[src/rtl/mc_fetch_unit_if.sv]
// Fetch-unit bus bundle: FSM fetch handshake, instruction-memory request/response,
// PC redirect and the decoded IR outputs. master = fetch unit, slave = memory/FSM side.
interface mc_fetch_unit_if #(
  parameter int unsigned XLEN = 32
);
  logic            fetch_req;
  logic            ireq_valid;
  logic [XLEN-1:0] ireq_addr;
  logic            iresp_data_ok;
  logic [XLEN-1:0] iresp_data;
  logic            redirect_valid;
  logic [XLEN-1:0] redirect_pc;
  logic [XLEN-1:0] instr;
  logic [5:0]      op;
  logic [5:0]      func;
  logic            instr_valid;
  logic [XLEN-1:0] pc;
  logic [XLEN-1:0] pc_plus4;
  logic            busy;
  logic            addr_err;

  modport master (
    input  fetch_req, iresp_data_ok, iresp_data, redirect_valid, redirect_pc,
    output ireq_valid, ireq_addr, instr, op, func, instr_valid, pc, pc_plus4,
           busy, addr_err
  );

  modport slave (
    output fetch_req, iresp_data_ok, iresp_data, redirect_valid, redirect_pc,
    input  ireq_valid, ireq_addr, instr, op, func, instr_valid, pc, pc_plus4,
           busy, addr_err
  );
endinterface

[src/rtl/mc_fetch_unit.sv]
// Multicycle MIPS fetch front end: PC, IR, one imem request per fetch, redirect/kill.
// Optional FETCH_ALIGN_CHECK_EN: misaligned fetch raises addr_err instead of requesting.
module mc_fetch_unit #(
  parameter int unsigned     XLEN     = 32,
  parameter logic [XLEN-1:0] RESET_PC = 32'hBFC0_0000
) (
  input logic            clk,
  input logic            reset,
  mc_fetch_unit_if.master bus
);

  typedef enum logic [1:0] {IDLE, REQ, HOLD} state_t;

`ifdef FETCH_ALIGN_CHECK_EN
  localparam bit ALIGN_CHK = 1'b1;
  logic addr_err_q;
  assign bus.addr_err = addr_err_q;
`else
  localparam bit ALIGN_CHK = 1'b0;
  assign bus.addr_err = 1'b0;
`endif

  state_t          state;
  logic [XLEN-1:0] pc_q;
  logic [XLEN-1:0] req_addr;
  logic [XLEN-1:0] instr_q;
  logic            instr_valid_q;
  logic            ireq_valid_q;
  logic            kill;
  logic [XLEN-1:0] nxt_addr;
  logic            misal;

  // A redirect in the same cycle always wins over the current pc as request target.
  always_comb begin
    nxt_addr = bus.redirect_valid ? bus.redirect_pc : pc_q;
    misal    = ALIGN_CHK && (nxt_addr[1:0] != 2'b00);
  end

  always_ff @(posedge clk or posedge reset) begin
    if (reset) begin
      state         <= IDLE;
      pc_q          <= RESET_PC;
      req_addr      <= RESET_PC;
      instr_q       <= '0;
      instr_valid_q <= 1'b0;
      ireq_valid_q  <= 1'b0;
      kill          <= 1'b0;
`ifdef FETCH_ALIGN_CHECK_EN
      addr_err_q    <= 1'b0;
`endif
    end else begin
      case (state)
        IDLE, HOLD: begin
          if (bus.redirect_valid) pc_q <= bus.redirect_pc;
          if (bus.fetch_req) begin
            req_addr      <= nxt_addr;
            kill          <= 1'b0;
            instr_valid_q <= 1'b0;
            ireq_valid_q  <= !misal;
            state         <= REQ;
          end
`ifdef FETCH_ALIGN_CHECK_EN
          if (bus.fetch_req || bus.redirect_valid) addr_err_q <= 1'b0;
`endif
        end
        REQ: begin
          if (!ireq_valid_q) begin
            // REQ entered without a memory request: only a misaligned target gets here.
            if (bus.redirect_valid) pc_q <= bus.redirect_pc;
            instr_q       <= '0;
            instr_valid_q <= 1'b1;
            state         <= HOLD;
`ifdef FETCH_ALIGN_CHECK_EN
            addr_err_q    <= 1'b1;
`endif
          end else if (bus.iresp_data_ok) begin
            if (kill || bus.redirect_valid) begin
              if (bus.redirect_valid) pc_q <= bus.redirect_pc;
              req_addr     <= nxt_addr;
              kill         <= 1'b0;
              ireq_valid_q <= !misal;
            end else begin
              instr_q       <= bus.iresp_data;
              instr_valid_q <= 1'b1;
              pc_q          <= req_addr + XLEN'(4);
              ireq_valid_q  <= 1'b0;
              state         <= HOLD;
            end
          end else if (bus.redirect_valid) begin
            pc_q <= bus.redirect_pc;
            kill <= 1'b1;
          end
        end
        default: state <= IDLE;
      endcase
    end
  end

  assign bus.ireq_valid  = ireq_valid_q;
  assign bus.ireq_addr   = ALIGN_CHK ? req_addr : (req_addr & ~XLEN'(3));
  assign bus.instr       = instr_q;
  assign bus.op          = instr_q[31:26];
  assign bus.func        = instr_q[5:0];
  assign bus.instr_valid = instr_valid_q;
  assign bus.pc          = pc_q;
  assign bus.pc_plus4    = pc_q + XLEN'(4);
  assign bus.busy        = (state == REQ);

endmodule

[src/flat_wrapper.sv]
// flat-port wrapper written by rule: the top's interface ports become plain ports
module mc_fetch_unit_flat 
#(
  parameter int unsigned     XLEN     = 32,
  parameter logic [XLEN-1:0] RESET_PC = 32'hBFC0_0000
)
  (clk, reset, bus_fetch_req, bus_iresp_data_ok, bus_iresp_data, bus_redirect_valid, bus_redirect_pc, bus_ireq_valid, bus_ireq_addr, bus_instr, bus_op, bus_func, bus_instr_valid, bus_pc, bus_pc_plus4, bus_busy, bus_addr_err);
  mc_fetch_unit_if #(.XLEN(XLEN)) bus_i ();
  input logic clk;
  input logic reset;
  input wire logic [$bits(bus_i.fetch_req)-1:0] bus_fetch_req;
  input wire logic [$bits(bus_i.iresp_data_ok)-1:0] bus_iresp_data_ok;
  input wire logic [$bits(bus_i.iresp_data)-1:0] bus_iresp_data;
  input wire logic [$bits(bus_i.redirect_valid)-1:0] bus_redirect_valid;
  input wire logic [$bits(bus_i.redirect_pc)-1:0] bus_redirect_pc;
  output wire logic [$bits(bus_i.ireq_valid)-1:0] bus_ireq_valid;
  output wire logic [$bits(bus_i.ireq_addr)-1:0] bus_ireq_addr;
  output wire logic [$bits(bus_i.instr)-1:0] bus_instr;
  output wire logic [$bits(bus_i.op)-1:0] bus_op;
  output wire logic [$bits(bus_i.func)-1:0] bus_func;
  output wire logic [$bits(bus_i.instr_valid)-1:0] bus_instr_valid;
  output wire logic [$bits(bus_i.pc)-1:0] bus_pc;
  output wire logic [$bits(bus_i.pc_plus4)-1:0] bus_pc_plus4;
  output wire logic [$bits(bus_i.busy)-1:0] bus_busy;
  output wire logic [$bits(bus_i.addr_err)-1:0] bus_addr_err;
  assign bus_i.fetch_req = bus_fetch_req;
  assign bus_i.iresp_data_ok = bus_iresp_data_ok;
  assign bus_i.iresp_data = bus_iresp_data;
  assign bus_i.redirect_valid = bus_redirect_valid;
  assign bus_i.redirect_pc = bus_redirect_pc;
  assign bus_ireq_valid = bus_i.ireq_valid;
  assign bus_ireq_addr = bus_i.ireq_addr;
  assign bus_instr = bus_i.instr;
  assign bus_op = bus_i.op;
  assign bus_func = bus_i.func;
  assign bus_instr_valid = bus_i.instr_valid;
  assign bus_pc = bus_i.pc;
  assign bus_pc_plus4 = bus_i.pc_plus4;
  assign bus_busy = bus_i.busy;
  assign bus_addr_err = bus_i.addr_err;
  mc_fetch_unit #(.XLEN(XLEN), .RESET_PC(RESET_PC)) u_core (.clk(clk), .reset(reset), .bus(bus_i));
endmodule
[config.mk]
export PLATFORM = sky130hd
export DESIGN_NAME = mc_fetch_unit_flat
export DESIGN_NICKNAME = d
export VERILOG_FILES = /design/src/rtl/mc_fetch_unit_if.sv /design/src/rtl/mc_fetch_unit.sv /design/src/flat_wrapper.sv
export SDC_FILE = /design/constraint.sdc
export NUM_CORES = 1
export LEC_CHECK = 0
export CAP_MARGIN = 30
export CORE_ASPECT_RATIO = 1.75
export CORE_MARGIN = 4
export CORE_UTILIZATION = 45
export CTS_CLUSTER_SIZE = 28
export DETAILED_ROUTE_END_ITERATION = 12
export PLACE_DENSITY = 0.82
export SLEW_MARGIN = 20
export SYNTH_ARGS = -nofsm -noshare
export SYNTH_HDL_FRONTEND = slang
export SYNTH_SLANG_ARGS = --single-unit
[constraint.sdc]
create_clock -name clk -period 7.3 [get_ports clk]
set_input_delay 1.46 -clock clk [delete_from_list [all_inputs] [get_ports clk]]
set_output_delay 1.46 -clock clk [all_outputs]
set_load 0.01 [all_outputs]
After elaboration in Yosys (flattened, before gate mapping)
Cells that the tools add are included.

operators by class
  $add $sub $neg = 2
  eq/ne operators = 12
  muxes and demuxes = 33
  reductions and logical operators = 10

operator list
  operator                                                                number
  32-bit 2-to-1 mux                                                       11
  32-bit one-hot mux with 2 select lines                                  2
  32-bit by 3-bit adder with 32-bit output (second input constant)        2
  1-bit 2-to-1 mux                                                        12
  5-bit AND reduction                                                     2
  3-bit != test (second input constant)                                   3
  2-bit 2-to-1 mux                                                        4
  2-bit != test (second input constant)                                   4
  1-bit one-hot mux with 2 select lines                                   3
  3-bit AND reduction                                                     2
  2-bit by 1-bit != test with 1-bit output (second input constant)        2
  2-bit one-hot mux with 2 select lines                                   1
  4-bit AND reduction                                                     1
  3-bit by 2-bit != test with 1-bit output (second input constant)        1
  2-bit by 1-bit equality test with 1-bit output (second input constant)  1
  2-bit equality test (second input constant)                             1
  2-bit logical NOT                                                       1
  2-bit AND reduction                                                     1
  2-bit nonzero test                                                      1
  2-bit OR reduction                                                      1
  1-bit logical OR                                                        1

storage, ports and cells
  register bits after elaboration = 101
  input bits = 69
  output and inout bits = 144
  word-level logic and storage cells = 64

Logic depth before layout (Yosys ltp)
Gate-level depths: netlist of the first run.

  word-level depth = 5
  depth in mapped cells = 7
  gate-level depth less buffers = 6

Least setup slack after synthesis of the first run
Ideal clock, no wire load.

  path type = flip-flop to output port
  start = register u_core.pc_q[3] (netlist: u_core.bus.pc[3])
  end = output bus_pc_plus4[24]
  data arrival time = 1.691 ns
  required time = 5.840 ns
  setup slack = 4.149 ns
  cell stages (with the launch flop) = 8
  buffers on the path = 1
  path through = dfrtp_1 ha_1 nand3_1 nor3_2 and3_1 buf_2 nand4_1 xnor2_1

between the ends
  longest elaborated chain between the ends = 1

ends and longest elaborated chain
  element                                   RTL line              text
  start, declared                           mc_fetch_unit.sv:24   logic [XLEN-1:0] pc_q;
  start signal, assigned                    mc_fetch_unit.sv:54   if (bus.redirect_valid) pc_q <= bus.redirect_pc;
  start signal, assigned                    mc_fetch_unit.sv:69   if (bus.redirect_valid) pc_q <= bus.redirect_pc;
  start signal, assigned                    mc_fetch_unit.sv:78   if (bus.redirect_valid) pc_q <= bus.redirect_pc;
  32-bit by 3-bit adder with 32-bit output  mc_fetch_unit.sv:106  assign bus.pc_plus4 = pc_q + XLEN'(4);
  end, declared                             flat_wrapper.sv:23    output wire logic [$bits(bus_i.pc_plus4)-1:0] bus_pc_plus4;

No other way between the ends.

Worst setup path in the final report of the first run
  start = register u_core.pc_q[2] (netlist: u_core.bus.pc[2])
  end = output bus_pc_plus4[28]

Same word-level chain as after synthesis.

==> results of run 1 <==
[worst max-delay path: stages, from the launching register on]
cell and delay, ns:
dfrtp_1 0.49, ha_1 0.23, nand3_1 0.15, nor3_2 0.34, and3_1 0.47, nand3_1 0.17
xnor2_1 0.18, clkdlybuf4s50_1 0.58
[registers in the layout (all words and copies together) (netlist names)]
name and count:
u_core.bus.instr_valid 1, u_core.req_addr 32, u_core.kill 1, u_core.bus.instr 32, u_core.bus.pc 32, u_core.state 2, u_core.bus.ireq_valid 1
[per-layer routing]
layer	GRT usage	up-vias	part of all wire
li1	-	2294	-
met1	0.2732	2463	0.35
met2	0.4519	213	0.56
met3	0.04440	36	0.061
met4	0.1091	0	0.031
met5	0	-	0
[power groups by stage]
stage,Sequential [µW],Combinational [µW],Clock [µW]
global route,1210,1720,567
detailed placement,1170,1610,0
finish,1170,1610,545
global placement,1150,1560,0
CTS,1160,1620,550
floorplan,1120,868,0
[through the flow]
step / hold slack, ns / cell area, µm²
after floorplan: 0.4954 / 5637
after global placement: 0.4840 / 7497
after detailed placement: 0.4809 / 7527
after CTS: 0.5047 / 7873
after global routing: 0.5313 / 7873
final: 0.5028 / 7873
[final cells by class]
class / count / area (µm²) / share of cell area
well taps: 165 / 206.4 / 0.02622
clock inverters: 3 / 65.06 / 0.008264
flip-flops and latches: 101 / 2550 / 0.3239
multi-input cells: 386 / 2584 / 0.3282
clock buffers: 13 / 280.3 / 0.03560
repair buffers: 215 / 2147 / 0.2727
inverters: 10 / 40.04 / 0.005086
[cells in the final DEF, fill, tap and decap left out, drive strengths merged, types with 3 or more instances in the layout]
cell and count:
a22oi 4, nor3 8, nand3 25, a22o 32
o22ai 21, nor2 47, xnor2 30, a32oi 3
and2 3, inv 10, a21oi 58, clkbuf 13
nand2 33, nand4 14, nor4 5, clkdlybuf4s50 208
buf 7, dfrtp 83, mux2i 31, dfstp 18
and3 11, and4 4, o21ai 16, conb 3
xor2 23
[how the worst max path moves through the flow]
stage | depth (start not counted) | from | endpoint
2_1_floorplan | 1 | reset | u_core.bus.instr[0]
3_3_place_gp | 7 | u_core.bus.pc[3] | bus_pc_plus4[24]
3_5_place_dp | 7 | u_core.bus.pc[3] | bus_pc_plus4[28]
4_1_cts | 7 | u_core.bus.pc[3] | bus_pc_plus4[24]
5_1_grt | 7 | u_core.bus.pc[2] | bus_pc_plus4[24]
6_report | 7 | u_core.bus.pc[2] | bus_pc_plus4[28]
[logic make-up after synthesis]
kind of cell,Yosys count,share of synthesized area
adder cells (fa/ha/maj),2,0.004445
flip-flops,101,0.4530
buffers and inverters,87,0.09224
XOR/XNOR,53,0.08246
other,1,0.0006662
AO/OA/AOI/OAI,141,0.1618
AND/OR/NAND/NOR,156,0.1503
multiplexers,31,0.05512
==> impl_results.md, run 1 <==
* Outcome: finished clean
* Element type at the critical path start: flop
* Yosys warns at 0
* GRT Total Usage at 0.2460
* Hold path depth at 1
* Final HPWL DP at 13,310 µm
* CTS tree: done
* Pint at 2021 µW
* Top cells by count, synth: dfrtp_1 (83), a21oi_1 (54), buf_4 (48)
* Tcrit/Tclk final at 0.6039
* Vias in the first global route at 5,077
* Async SR Flop Fraction at 1.000
* Pwr dens at 421.3 nW/µm²
* FMAX at 0.2268 GHz
* Fin Setup TNS at 0 ns
* ANT cells at 0
* Clock group share of total power at 0.164
* Clk root buf: clkbuf_16
* Initial antenna violation count at 0
* Nets at 794
* Vias after detailed routing at 5,006
* Slew @ Worst Pin at 0.9129 ns
* Synth top area cells: dfrtp_1 (37%), dfstp_2 (8.4%), buf_4 (6.4%)
* Switching share of total power at 0.3908
* Worst VDD drop at 0.2072 mV
* Drt pass-1 iters at 5
* RSZ-0062 raised after global routing: false
* Sink Count at 101
* R2R setup slack at 4.83 ns
* Most frequent cell after synthesis: dfrtp_1
* DIE WIDTH at 92.55 µm
* WP data arrival at 2.95 ns
* Rel. slew slack at 0.3849
* NetSw at 1296 µW
* Post-DR wirelength/cell at 19.98 µm
* Logic pwr share at 0.484
* Reg2Reg Depth at 6
* Kind of critical path: flop to output pin
* DRC at 0
* GRT Residual Overflow at 0
* Leakage at 0.003196 µW
* R2r endpoint: u_core.bus.pc[31]
* Final worst setup slack at 2.891 ns
* Layout area overhead at 39.85%
* Pin count of the biggest net entering global routing at 68
* CP required at 5.84 ns
* Max clock buf depth at 2
* Post-Route Utilization at 0.6487
* Core ar. at 12,140 µm²
* Post-route ant nets at 0
* CTS clk-pin slew, worst paths at 0.07 ns
* Synth top area share at 0.3690
* Register area share after synthesis at 0.4530
* Mapped Area at 5629 µm²
* Setup Viol. Count Final at 0
* Post-synth EDFFs at 0
* Hold Path Class: flop to flop
* Reg2reg start: u_core.state[0]
* Yosys top cell by area: dfrtp_1
* # hold bufs at CTS at 0
* First-pass GRT wire length at 27,840 µm
* Routability cong. at 0.9001
* H-tree depth at 3
* Min-delay src: u_core.bus.instr[14]
* Maxcap violations at 0
* Setup slack at placement at 3.252 ns
* Site Rows at 53
* Die height at 156.0 µm
* Critical path fanouts, max at 7
* # IOs at 213
* Clk_skew at 0.007980 ns
* Setup repair bufs after CTS at 0
* Number of synthesized register bits at 101
* Die area at 14,430 µm²
* Routed vias/inst at 5.606
* Top_reg_cell synth: dfrtp_1
* Cts repair resizes at 0
* Synth cell types at 44
* Fill count at 991
* Minimum clock period at 4.409 ns
* Worst hold endpoint: u_core.bus.instr[14]
* Mean post-synth cell area at 9.841 µm²
* Setup crit end kind: output pin
* DP Cell Count at 877
* Initial Util at 0.4639
* Syn Inst Count at 572
* Initial DRC count at 346
* CTS buffer count at 9
* Share of cells above drive strength 1 at 0.07967
* Total Wirelength at 17,840 µm
* Clock latency on the worst-skew pair at 0.34 ns
* Layout Cells excl Fill at 893
* Slew Limit Fails at 0
* Final Total Pwr at 3317 µW
* Seq pwr share at 0.352
* I/O Buffers at 209
* Fin. Hold Viols at 0
Note: power is estimated with default switching activity, not from simulation.
==> run 2: changes to the inputs <==
Clock period 7.3 ns to 4.3 ns, I/O delays scaled along.
==> impl_results.md, run 2 (same netlist as run 1, synthesis figures left out) <==
* Clk_skew at 0.008758 ns
* Pint at 3323 µW
* CTS tree: done
* Setup crit end kind: output pin
* Seq. cell area at 2550 µm²
* Fill count at 1,001
* Clock group share of total power at 0.149
* Slew @ Worst Pin at 1.004 ns
* Crit-path max cell delay at 0.58 ns
* FMAX at 0.2652 GHz
* DRC at 0
* Rel. slew slack at 0.3234
* Setup repair bufs after CTS at 0
* Minimum clock period at 3.771 ns
* Outcome: finished clean
* Most common cell after layout, fill and taps aside: clkdlybuf4s50_1
* Slowest stage cell, crit path: clkdlybuf4s50_1
* Setup Viol. Count Final at 0
* Clock latency on the worst-skew pair at 0.35 ns
* Hold Path Class: flop to flop
* Initial Util at 0.4639
* Tcrit/Tclk final at 0.8770
* Core ar. at 12,140 µm²
* Initial DRC count at 255
* RSZ-0062 raised after global routing: false
* Placed Area at 7540 µm²
* Fin Setup TNS at 0 ns
* Final Cell Area at 7849 µm²
* Slew Limit Fails at 0
* Site Rows at 53
* Layout area overhead at 39.43%
* Total Wirelength at 18,130 µm
* # IOs at 213
* ANT cells at 0
* Area occupied by multi-input gates at 2584 µm²
* Element type at the critical path start: flop
* Vias in the first global route at 5,159
* Worst VDD drop at 0.3626 mV
* WP data arrival at 2.91 ns
* Die height at 156.0 µm
* Routed vias/inst at 5.676
* I/O Buffers at 209
* Clk root buf: clkbuf_16
* Maxcap violations at 0
* Critical path fanouts, max at 7
* Most frequent cells in the layout: clkdlybuf4s50_1 (208), dfrtp_1 (83), a21oi_1 (54)
* Worst-path cell chain: ha_1 > nand3_1 > nor3_2 > and3_1 > nand4_1 > xnor2_1 > clkdlybuf4s50_1
* Drt pass-1 iters at 6
* NetSw at 2256 µW
* Routability cong. at 0.9234
* WHS at 0.5099 ns
* DIE WIDTH at 92.55 µm
* Post-route ant nets at 0
* Fin. Hold Viols at 0
* Post-DR wirelength/cell at 20.28 µm
* Kind of critical path: flop to output pin
* Die area at 14,430 µm²
* # hold bufs at CTS at 0
* CTS buffer count at 9
* Sink Count at 101
* Logic pwr share at 0.498
* GRT Total Usage at 0.2493
* Max clock buf depth at 2
* CTS clk-pin slew, worst paths at 0.08 ns
* Pwr dens at 710.8 nW/µm²
* Initial antenna violation count at 0
* Final HPWL DP at 13,340 µm
* Vias after detailed routing at 5,074
* First-pass GRT wire length at 28,220 µm
* Nets at 795
* Share of cells above drive strength 1 at 0.08093
* H-tree depth at 3
* GRT Residual Overflow at 0
* Pin count of the biggest net entering global routing at 81
* Leakage at 0.003176 µW
* Switching share of total power at 0.4043
* Seq pwr share at 0.352
* Cts repair resizes at 0
* CP required at 3.44 ns
run 2: path summary, 6_finish.rpt:
check,startpoint,to,slack (ns),depth (start not counted)
max reg2reg,u_core.state[0],u_core.req_addr[25],2.04,5
min reg2reg,u_core.bus.instr[22],u_core.bus.instr[22],0.51,1
min in group asynchronous,reset,u_core.bus.pc[8],1.00,2
max in group asynchronous,reset,u_core.bus.instr[25],2.47,3
min,u_core.bus.instr[22],u_core.bus.instr[22],0.51,1
max,u_core.bus.pc[3],bus_pc_plus4[24],0.53,7
run 2: power by group through the flow:
stage          combinational [µW]  clock, µW  sequential, µW
2_1_floorplan                1470          0            1910
3_3_place_gp                 2700          0            1920
3_5_place_dp                 2770          0            1960
4_1_cts                      2790        843            1950
5_1_grt                      2970        888            2030
6_report                     2780        833            1970
run 2: through the flow:
stage                     cells  worst slack (ns)    util  total power (µW)
after floorplan             574            0.8227       -              3381
after global placement      877             1.072  0.6201              4628
after detailed placement    878            0.9265  0.6213              4729
after CTS                   894            0.5258  0.6466              5582
after global routing        894            0.3430  0.6468              5879
final                       894            0.5290  0.6468              5579
run 2: worst max-delay path: cells and delay by family, from the launching register on:
family	cells	cell delay [ns]
xor gates and xnor gates	1	0.22
adders and majority gates	1	0.22
buffers and inverters	1	0.58
DFF	1	0.44
and+or+nand+nor	4	1.10
run 2: metal layers:
metal / vias to the layer above / global-route usage / wire (µm)
met4: 0 / 0.1077 / 660
met2: 217 / 0.4505 / 9920
li1: 2303 / - / -
met3: 45 / 0.04730 / 949
met5: - / 0 / 0
met1: 2509 / 0.2835 / 6596
run 2: area by class of cell:
| cell class | instances | area share |
|---|---|---|
| Clock buffer | 9 | 0.02869 |
| Inverter | 10 | 0.005420 |
| Clock inverter | 7 | 0.01036 |
| Multi-Input combinational cell | 386 | 0.3292 |
| Sequential cell | 101 | 0.3249 |
| Tap cell | 165 | 0.02630 |
| Timing Repair Buffer | 216 | 0.2751 |
